===== src/rtl/pwm_pkg.sv =====
// Shared PWM definitions, used by both the PWM generator and the capture block.
package pwm_pkg;

  localparam int PWM_CNT_W = 32;

  typedef enum logic [1:0] {
    IDLE,
    HIGH,
    LOW
  } pwm_cap_state_t;

endpackage


===== src/rtl/pwm_in_sync.sv =====
// Brings the asynchronous PWM input into the clk domain and produces
// single-cycle rise/fall strobes. A rise is only reported once the input has been seen low.
module pwm_in_sync #(
  parameter int SYNC_STAGES = 2
) (
  input  logic clk,
  input  logic reset,
  input  logic pwm_in,
  output logic s,
  output logic rise,
  output logic fall
);

  logic [SYNC_STAGES-1:0] sync_q, sync_d;
  logic [SYNC_STAGES-1:0] fill_q, fill_d;
  logic                   s_d_q, s_d_d;
  logic                   armed_q, armed_d;

  // fill tracks when the chain holds real samples, so the reset zeros flushing out
  // of it cannot arm the detector while pwm_in is actually high.
  always_comb begin
    sync_d  = {sync_q[SYNC_STAGES-2:0], pwm_in};
    fill_d  = {fill_q[SYNC_STAGES-2:0], 1'b1};
    s_d_d   = s;
    armed_d = armed_q | (fill_q[SYNC_STAGES-1] & ~s);
  end

  always_ff @(posedge clk) begin
    if (reset) begin
      sync_q  <= '0;
      fill_q  <= '0;
      s_d_q   <= 1'b0;
      armed_q <= 1'b0;
    end else begin
      sync_q  <= sync_d;
      fill_q  <= fill_d;
      s_d_q   <= s_d_d;
      armed_q <= armed_d;
    end
  end

  assign s    = sync_q[SYNC_STAGES-1];
  assign rise = s & ~s_d_q & armed_q;
  assign fall = ~s & s_d_q;

endmodule


===== src/rtl/pwm_capture.sv =====
// Measures high time and period (rising edge to rising edge) of an incoming PWM
// waveform, publishing each completed period and flagging a stuck input after a timeout.
module pwm_capture
  import pwm_pkg::*;
#(
  parameter int          CNT_W       = PWM_CNT_W,
  parameter int unsigned TIMEOUT     = 100000,
  parameter int          SYNC_STAGES = 2
) (
  input  logic             clk,
  input  logic             reset,
  input  logic             en,
  input  logic             pwm_in,
  output logic [CNT_W-1:0] high_time,
  output logic [CNT_W-1:0] period,
  output logic             meas_valid,
  output logic             stuck_high,
  output logic             stuck_low
);

  if (TIMEOUT < 2 || 64'(TIMEOUT) > ((64'd1 << CNT_W) - 64'd1)) begin : g_bad_timeout
    $error("pwm_capture: TIMEOUT must lie in 2 .. 2**CNT_W-1");
  end
  if (SYNC_STAGES < 2) begin : g_bad_sync
    $error("pwm_capture: SYNC_STAGES must be at least 2");
  end

  logic s, rise, fall;

  pwm_in_sync #(
    .SYNC_STAGES(SYNC_STAGES)
  ) u_sync (
    .clk   (clk),
    .reset (reset),
    .pwm_in(pwm_in),
    .s     (s),
    .rise  (rise),
    .fall  (fall)
  );

  pwm_cap_state_t   state_q, state_d;
  logic [CNT_W-1:0] hcnt_q, hcnt_d;
  logic [CNT_W-1:0] pcnt_q, pcnt_d;
  logic [CNT_W-1:0] high_time_q, high_time_d;
  logic [CNT_W-1:0] period_q, period_d;
  logic             meas_valid_q, meas_valid_d;
  logic             stuck_high_q, stuck_high_d;
  logic             stuck_low_q, stuck_low_d;
  logic             timeout;

  assign timeout = (pcnt_q == CNT_W'(TIMEOUT));

  // Timeout is checked before counting, so pcnt stops at TIMEOUT and never wraps.
  // A rise in LOW takes priority, so a period of exactly TIMEOUT is still published.
  always_comb begin
    state_d      = state_q;
    hcnt_d       = hcnt_q;
    pcnt_d       = pcnt_q;
    high_time_d  = high_time_q;
    period_d     = period_q;
    meas_valid_d = 1'b0;
    stuck_high_d = stuck_high_q;
    stuck_low_d  = stuck_low_q;

    if (!en) begin
      state_d = IDLE;
      hcnt_d  = '0;
      pcnt_d  = '0;
    end else begin
      if (rise) begin
        stuck_high_d = 1'b0;
        stuck_low_d  = 1'b0;
      end
      case (state_q)
        IDLE: begin
          if (rise) begin
            state_d = HIGH;
            hcnt_d  = CNT_W'(1);
            pcnt_d  = CNT_W'(1);
          end
        end
        HIGH: begin
          if (timeout) begin
            state_d      = IDLE;
            stuck_high_d = s;
            stuck_low_d  = ~s;
          end else if (fall) begin
            state_d = LOW;
            pcnt_d  = pcnt_q + CNT_W'(1);
          end else if (s) begin
            hcnt_d = hcnt_q + CNT_W'(1);
            pcnt_d = pcnt_q + CNT_W'(1);
          end
        end
        LOW: begin
          if (rise) begin
            high_time_d  = hcnt_q;
            period_d     = pcnt_q;
            meas_valid_d = 1'b1;
            state_d      = HIGH;
            hcnt_d       = CNT_W'(1);
            pcnt_d       = CNT_W'(1);
          end else if (timeout) begin
            state_d      = IDLE;
            stuck_high_d = s;
            stuck_low_d  = ~s;
          end else if (!s) begin
            pcnt_d = pcnt_q + CNT_W'(1);
          end
        end
        default: state_d = IDLE;
      endcase
    end
  end

  always_ff @(posedge clk) begin
    if (reset) begin
      state_q      <= IDLE;
      hcnt_q       <= '0;
      pcnt_q       <= '0;
      high_time_q  <= '0;
      period_q     <= '0;
      meas_valid_q <= 1'b0;
      stuck_high_q <= 1'b0;
      stuck_low_q  <= 1'b0;
    end else begin
      state_q      <= state_d;
      hcnt_q       <= hcnt_d;
      pcnt_q       <= pcnt_d;
      high_time_q  <= high_time_d;
      period_q     <= period_d;
      meas_valid_q <= meas_valid_d;
      stuck_high_q <= stuck_high_d;
      stuck_low_q  <= stuck_low_d;
    end
  end

  assign high_time  = high_time_q;
  assign period     = period_q;
  assign meas_valid = meas_valid_q;
  assign stuck_high = stuck_high_q;
  assign stuck_low  = stuck_low_q;

endmodule

===== config.mk =====
export PLATFORM = sky130hd
export DESIGN_NAME = pwm_capture
export DESIGN_NICKNAME = d
export VERILOG_FILES = /design/src/rtl/pwm_pkg.sv /design/src/rtl/pwm_in_sync.sv /design/src/rtl/pwm_capture.sv
export SDC_FILE = /design/constraint.sdc
export NUM_CORES = 1
export LEC_CHECK = 0
export CAP_MARGIN = 10
export CORE_ASPECT_RATIO = 2
export CORE_MARGIN = 2
export CORE_UTILIZATION = 50
export CTS_BUF_LIST = sky130_fd_sc_hd__clkbuf_4
export DETAILED_ROUTE_END_ITERATION = 6
export HOLD_SLACK_MARGIN = 0.06
export PLACE_DENSITY = 0.72
export SYNTH_ARGS = -nofsm -noshare
export SYNTH_HDL_FRONTEND = slang
export SYNTH_SLANG_ARGS = --single-unit

===== constraint.sdc =====
create_clock -name clk -period 5.85 [get_ports clk]
set_input_delay 1.17 -clock clk [delete_from_list [all_inputs] [get_ports clk]]
set_output_delay 1.17 -clock clk [all_outputs]
set_load 0.05 [all_outputs]

==> results by group, run 1 <==
Status
  • Status: completed

STA
  • Final WS setup: 2.58 ns
  • Setup Total Neg Slack: 0 ns
  • RSZ-0062 raised after global routing: no
  • Slew @ Worst Pin: 1.13 ns
  • Final setup violation count: 0
  • Rel. slew slack: 24.3%
  • Fin. max-slew vios: 0
  • Period utilisation layout: 55.9%
  • Final Critical Period: 3.27 ns
  • Final Hold Viols: 0
  • Achievable clock frequency: 0.306 GHz
  • Worst clock skew: 0.0200 ns

Power and ir drop
  • Seq pwr share: 55.4%
  • Combinational power share: 1.8%
  • Clk pwr share: 42.8%
  • Total internal power: 1.34 mW
  • Switch Pwr: 0.373 mW
  • Sw Ratio: 21.7%
  • Pwr dens: 237 mW/mm^2
  • Max VDD drop: 0.182 mV
  • Lkg Pwr: 2.17 nW

Die
  • Starting Density: 51.0%
  • Top Ports: 71
  • # rows: 57
  • Die X: 82.6 um
  • Die Height: 161 um
  • Die ar.: 0.0133 mm^2
  • Core Region: 0.0121 mm^2

Place
  • Placed inst area: 0.00687 mm^2
  • GP Congestion: 0.910
  • Place WS: 2.64 ns
  • Buffers on Ports: 70
  • Placed cell count: 950
  • Hpwl dp: 11500 um

Global routing
  • Largest net degree at the start of global routing: 65
  • Global-route wire length before repair: 27000 um
  • Vias in the first global route: 5755
  • Total gr overflow: 0
  • Tot GR Track Use: 25.8%
  • Initial antenna violation count: 1

Clock tree
  • Num CTS Buffers: 17
  • Worst-skew pair later-pin latency: 0.54 ns
  • Clk pin slew, worst setup/hold paths: 0.12 ns
  • Resized cells post-CTS: 0
  • CTS Sinks: 139
  • H-tree depth: 4
  • Post-CTS Setup Bufs: 0
  • CTS hold repair buffers: 0
  • Clock root buffer: clkbuf_4
  • CTS tree: yes
  • Clock buffer depth: 2

Yosys
  • Yosys top cell area share: 45.0%
  • Share of synthesized registers carrying an async set or reset: 0%
  • Synth top area cells: dfxtp_1, nand2_1, a21oi_1
  • Yosys warns: 0
  • Post-synthesis cell type with the largest combined area: dfxtp_1
  • Top FF cell, synth: dfxtp_1
  • Synthesis-stage register bit count: 139
  • EDFF count, synth: 0
  • Synthesized area: 0.00618 mm^2
  • Post-synth cell types: 53
  • Register area share after synthesis: 45.0%
  • Synthesized net count: 795
  • Synthesized instance count: 784
  • Syn Area/Cell: 7.89 um^2

Setup path
  • Crit path kind: flip-flop to flip-flop
  • Crit Path Max Fanout: 15
  • Worst EP arrival: 3.71 ns
  • Slowest cell on the critical path: nor2_1
  • CP required: 6.29 ns
  • CP cell instances: inv_1 > ha_1 > nor3b_1 > a2111oi_0 > o211ai_1 > nor2_1 > a31oi_1 > a311oi_1
  • Worst Setup End Kind: flip-flop
  • Max stage delay on crit path: 0.90 ns
  • Kind of start point of the critical path: flip-flop

Cells and area
  • Fillers: 1140
  • Layout cells sized above 1: 6.46%
  • Finished Layout Cells: 984
  • Most frequent cells in the layout: nand2_1, dfxtp_1, a21oi_1
  • Leading cell type in the layout, fill and taps excluded: nand2_1
  • Area Overhead vs Synth: 16.9%
  • Final net count: 834
  • Final instance area: 0.00723 mm^2

Job
  • Max Cap Violations: 0

Routing
  • Iter 0 DRT Violations: 382
  • DRC violations left: 0
  • Antenna-violating nets left: 0
  • Per-cell routed wire length: 16.8 um
  • TritonRoute pass-1 iters: 6
  • DR vias: 5887
  • Final wirelength: 16500 um
  • DR vias/cell: 5.98

Worst hold path
  • HP Class: flip-flop to flip-flop
## registers in the layout (all words and copies together) (netlist names)
| signal | flops |
|---|---|
| high_time | 32 |
| pcnt_q | 32 |
| u_sync.s_d_q | 1 |
| stuck_low | 1 |
| meas_valid | 1 |
| hcnt_q | 32 |
| u_sync.armed_q | 1 |
| u_sync.sync_q | 2 |
| stuck_high | 1 |
| state_q | 2 |
| u_sync.fill_q | 2 |
| period | 32 |
## cell usage after synthesis (4+ instances only)
| cell type | number |
|---|---|
| nand4_1 | 16 |
| nor2b_1 | 7 |
| or2_2 | 5 |
| a21oi_1 | 102 |
| a311oi_1 | 12 |
| a211oi_1 | 7 |
| nor3_1 | 9 |
| inv_1 | 18 |
| buf_1 | 4 |
| a21o_1 | 7 |
| nor4_1 | 6 |
| and2_1 | 5 |
| or3_1 | 15 |
| o21a_1 | 5 |
| a31oi_1 | 8 |
| o31ai_1 | 7 |
| nor2_1 | 32 |
| a2111oi_0 | 5 |
| o21ai_0 | 37 |
| o221a_2 | 5 |
| dfxtp_1 | 139 |
| buf_2 | 12 |
| or4_1 | 18 |
| ha_1 | 7 |
| and3_1 | 7 |
| nand2_1 | 180 |
| nand3_1 | 27 |
| xnor2_1 | 8 |
| clkbuf_1 | 37 |
| and4_1 | 4 |
## worst max-delay path: cells and delay by family, from the launching register on
kind / cells / cell delay [ns]
AOI/OAI and AO/OA: 4 / 1.30
and+or+nand+nor: 2 / 1.09
DFF: 1 / 0.39
adders and majority gates: 1 / 0.30
buffers and inverters: 1 / 0.08
## path summary, 6_finish.rpt
kind                 start            end  slack (ns)  cells past startpoint
max             state_q[1]     pcnt_q[14]        2.58                      8
min          high_time[22]  high_time[22]        0.46                      2
max reg2reg     state_q[1]     pcnt_q[14]        2.58                      8
min reg2reg  high_time[22]  high_time[22]        0.46                      2
## power by group through the flow
| stage | Combinational [mW] | Sequential [mW] | Clock, mW |
|---|---|---|---|
| after global routing | 0.0339 | 0.951 | 0.786 |
| final | 0.0311 | 0.950 | 0.735 |
| after CTS | 0.0298 | 0.950 | 0.751 |
| after floorplan | 0.0211 | 0.971 | 0 |
| after detailed placement | 0.0299 | 0.972 | 0 |
| after global placement | 0.0292 | 0.972 | 0 |
## logic make-up after synthesis
group	Yosys count	share of synthesized area (%)
and+or+nand+nor	343	26.6
AOI/OAI and AO/OA	213	20.9
DFF	139	45.0
buffers and inverters	72	4.68
xor gates and xnor gates	9	1.28
adders and majority gates	7	1.42
muxes	1	0.162
## metrics by stage
step	hold WS (ns)	power (mW)	utilization, %
after floorplan	0.414	0.992	-
after global placement	0.431	1.00	56.7
after detailed placement	0.439	1.00	56.7
after CTS	0.464	1.73	59.5
after global routing	0.475	1.77	59.6
final	0.464	1.72	59.6
## per-layer routing
layer / track usage [%] / up-vias / part of all wire [%]
met5: 0 / - / 0
met4: 12.4 / 0 / 2.9
met3: 5.08 / 41 / 4.1
met2: 48.2 / 194 / 57
met1: 25.9 / 2789 / 36
li1: - / 2863 / -
## final cells by class
cell class	count	area [um^2]	share of cell area, %
multi-input combinational	573	3120	43.2
sequential	139	2780	38.5
timing repair buffer	74	729	10.1
clock inverter	13	199	2.75
tap	147	184	2.54
clock buffer	19	143	1.97
inverter	18	67.6	0.935
antenna	1	2.50	0.0346
(Power assumes the default switching activity.)
==> inputs of run 2 (changes only) <==
Clock period 5.85 ns to 3.3 ns, I/O delays scaled along.
==> run 2 against run 1 <==
Hold slack got worse by 0.059 ns. Global-route usage rose by 0.13 points. Critical path depth is the same. Setup slack worse by 2.4 ns. Sequential share of layout area fell by 0.47 points. Via count grew 1.3%. Core utilization rose by 0.74 points. Non-clock buffer count is 10 higher. Count of clock-buffer cells in the layout shrank 1. Highest routed layer unchanged.
==> results by group, run 2 (synthesized netlist as in run 1, its figures left out) <==
Die
  • Core Region: 0.0121 mm^2 (unchanged)
  • # rows: 57 (unchanged)
  • Top Ports: 71 (unchanged)
  • Die X: 82.6 um (unchanged)
  • Die Height: 161 um (unchanged)
  • Starting Density: 51.0% (unchanged)
  • Die ar.: 0.0133 mm^2 (unchanged)

Clock tree
  • H-tree depth: 4 (unchanged)
  • CTS hold repair buffers: 0 (unchanged)
  • Worst-skew pair later-pin latency: 0.54 ns (about the same)
  • CTS Sinks: 139 (unchanged)
  • Num CTS Buffers: 17 (unchanged)
  • Post-CTS Setup Bufs: 0 (unchanged)
  • Clock buffer depth: 2 (unchanged)
  • Clk pin slew, worst setup/hold paths: 0.11 ns (was 0.12 ns)
  • Clock root buffer: clkbuf_4 (unchanged)
  • CTS tree: yes (unchanged)
  • Resized cells post-CTS: 0 (unchanged)

Place
  • Buffers on Ports: 70 (unchanged)
  • Hpwl dp: 11900 um (was 11500 um)
  • GP Congestion: 0.944 (was 0.910)

Setup path
  • Crit path kind: flip-flop to flip-flop (unchanged)
  • Buffers and inverters on the worst path: 1 (unchanged)
  • Worst EP arrival: 3.54 ns (was 3.71 ns)
  • Top Family by Delay on Critical Path: simple AND/OR/NAND/NOR gates (was compound AO/OA/AOI/OAI gates)
  • Register-to-register setup slack: 0.22 ns (was 2.58 ns)
  • Max stage delay on crit path: 0.66 ns (was 0.90 ns)
  • Kind of start point of the critical path: flip-flop (unchanged)
  • Slowest cell on the critical path: or4_1 (was nor2_1)
  • Worst Setup End Kind: flip-flop (unchanged)
  • Crit Path Max Fanout: 11 (was 15)
  • CP cell instances: inv_1 > ha_1 > or2_2 > a21o_1 > or4_1 > a21o_1 > or4_1 > a21oi_1 (was inv_1 > ha_1 > nor3b_1 > a2111oi_0 > o211ai_1 > nor2_1 > a31oi_1 > a311oi_1)
  • CP required: 3.76 ns (was 6.29 ns)

Power and ir drop
  • Max VDD drop: 0.327 mV (was 0.182 mV)
  • Lkg Pwr: 2.22 nW (was 2.17 nW)
  • Pwr dens: 414 mW/mm^2 (was 237 mW/mm^2)
  • Sw Ratio: 21.8% (was 21.7%)
  • Clk pwr share: 42.5% (was 42.8%)
  • Total internal power: 2.37 mW (was 1.34 mW)
  • Seq pwr share: 55.6% (was 55.4%)
  • Combinational power share: 1.9% (was 1.8%)
  • Switch Pwr: 0.661 mW (was 0.373 mW)

STA
  • Fin. max-slew vios: 0 (unchanged)
  • Final Critical Period: 3.08 ns (was 3.27 ns)
  • Worst clock skew: 0.0233 ns (was 0.0200 ns)
  • Achievable clock frequency: 0.324 GHz (was 0.306 GHz)
  • Setup Total Neg Slack: 0 ns (unchanged)
  • Worst hold slack: 0.405 ns (was 0.464 ns)
  • Final Hold Viols: 0 (unchanged)
  • RSZ-0062 raised after global routing: no (unchanged)
  • Period utilisation layout: 93.4% (was 55.9%)
  • Final setup violation count: 0 (unchanged)
  • Slew @ Worst Pin: 1.00 ns (was 1.13 ns)
  • Rel. slew slack: 33.2% (was 24.3%)

Cells and area
  • Fillers: 1128 (was 1140)
  • Leading cell type in the layout, fill and taps excluded: nand2_1 (unchanged)
  • Most frequent cells in the layout: nand2_1, dfxtp_1, a21oi_1 (unchanged)
  • Final net count: 844 (was 834)
  • Layout cells sized above 1: 7.34% (was 6.46%)
  • FF/Latch Area: 0.00278 mm^2 (unchanged)
  • Footprint of the multi-input gates: 0.00312 mm^2 (unchanged)
  • Area Overhead vs Synth: 18.4% (was 16.9%)

Routing
  • DR vias/cell: 6.01 (was 5.98)
  • Antenna-violating nets left: 0 (unchanged)
  • Per-cell routed wire length: 16.8 um (about the same)
  • Iter 0 DRT Violations: 330 (was 382)
  • Final wirelength: 16700 um (was 16500 um)
  • DR vias: 5964 (was 5887)
  • TritonRoute pass-1 iters: 5 (was 6)
  • DRC violations left: 0 (unchanged)

Global routing
  • Initial antenna violation count: 1 (unchanged)
  • Tot GR Track Use: 25.9% (was 25.8%)
  • Largest net degree at the start of global routing: 70 (was 65)
  • Vias in the first global route: 5914 (was 5755)
  • Total gr overflow: 0 (unchanged)
  • Global-route wire length before repair: 27000 um (about the same)

Status
  • Status: completed (unchanged)

Job
  • Max Cap Violations: 0 (unchanged)

Worst hold path
  • HP Class: input port to flip-flop (was flip-flop to flip-flop)
-- run 2: power by group through the flow --
stage | combinational [mW] | clock, mW | sequential (mW)
2_1_floorplan | 0.0374 | 0 | 1.72
3_3_place_gp | 0.0557 | 0 | 1.72
3_5_place_dp | 0.0566 | 0 | 1.72
4_1_cts | 0.0568 | 1.31 | 1.68
5_1_grt | 0.0624 | 1.38 | 1.69
6_report | 0.0574 | 1.29 | 1.68
-- run 2: per-layer routing --
metal	wire, um	up-vias	track usage (%)
met5	0	-	0
met4	758	0	14.2
met3	731	64	5.64
met2	9460	205	49.0
met1	5750	2817	24.3
li1	-	2878	-
-- run 2: worst register-to-register path, stage by stage (launching register included) --
cell,delay [ns]
dfxtp_1,0.41
inv_1,0.09
ha_1,0.32
or2_2,0.33
a21o_1,0.20
or4_1,0.66
a21o_1,0.31
or4_1,0.55
a21oi_1,0.15
-- run 2: area by class of cell --
class                   count  share of cell area (%)
multi-input cells         573                    42.6
inverters                  18                   0.923
clock inverters            13                    2.74
well taps                 147                    2.51
repair buffers             84                    11.3
clock buffers              18                    1.85
diodes                      1                  0.0342
flip-flops and latches    139                    38.0
-- run 2: final timing paths --
path | cells after the start | start | to
setup reg to reg | 8 | state_q[0] | hcnt_q[26]
setup / recovery | 8 | state_q[0] | hcnt_q[26]
hold / removal | 2 | reset | u_sync.fill_q[0]
hold reg to reg | 1 | u_sync.fill_q[0] | u_sync.fill_q[1]
-- run 2: per-stage QoR --
stage          util (%)  std cells  total power [mW]  setup WS (ns)  cell area [um^2]
6_report           60.4        993              3.03          0.217              7320
3_5_place_dp       57.6        961              1.78          0.244              6980
2_1_floorplan         -        784              1.76          0.627              6180
5_1_grt            60.4        993              3.13         0.0413              7320
3_3_place_gp       57.6        961              1.78          0.386              6980
4_1_cts            60.3        992              3.05          0.228              7320
==> inputs of run 3 (changes only) <==
Settings changed: SKIP_CTS_REPAIR_TIMING set to 1.
==> results of run 3 <==
The final DEF is identical to that of run 2; final timing and power are the same.
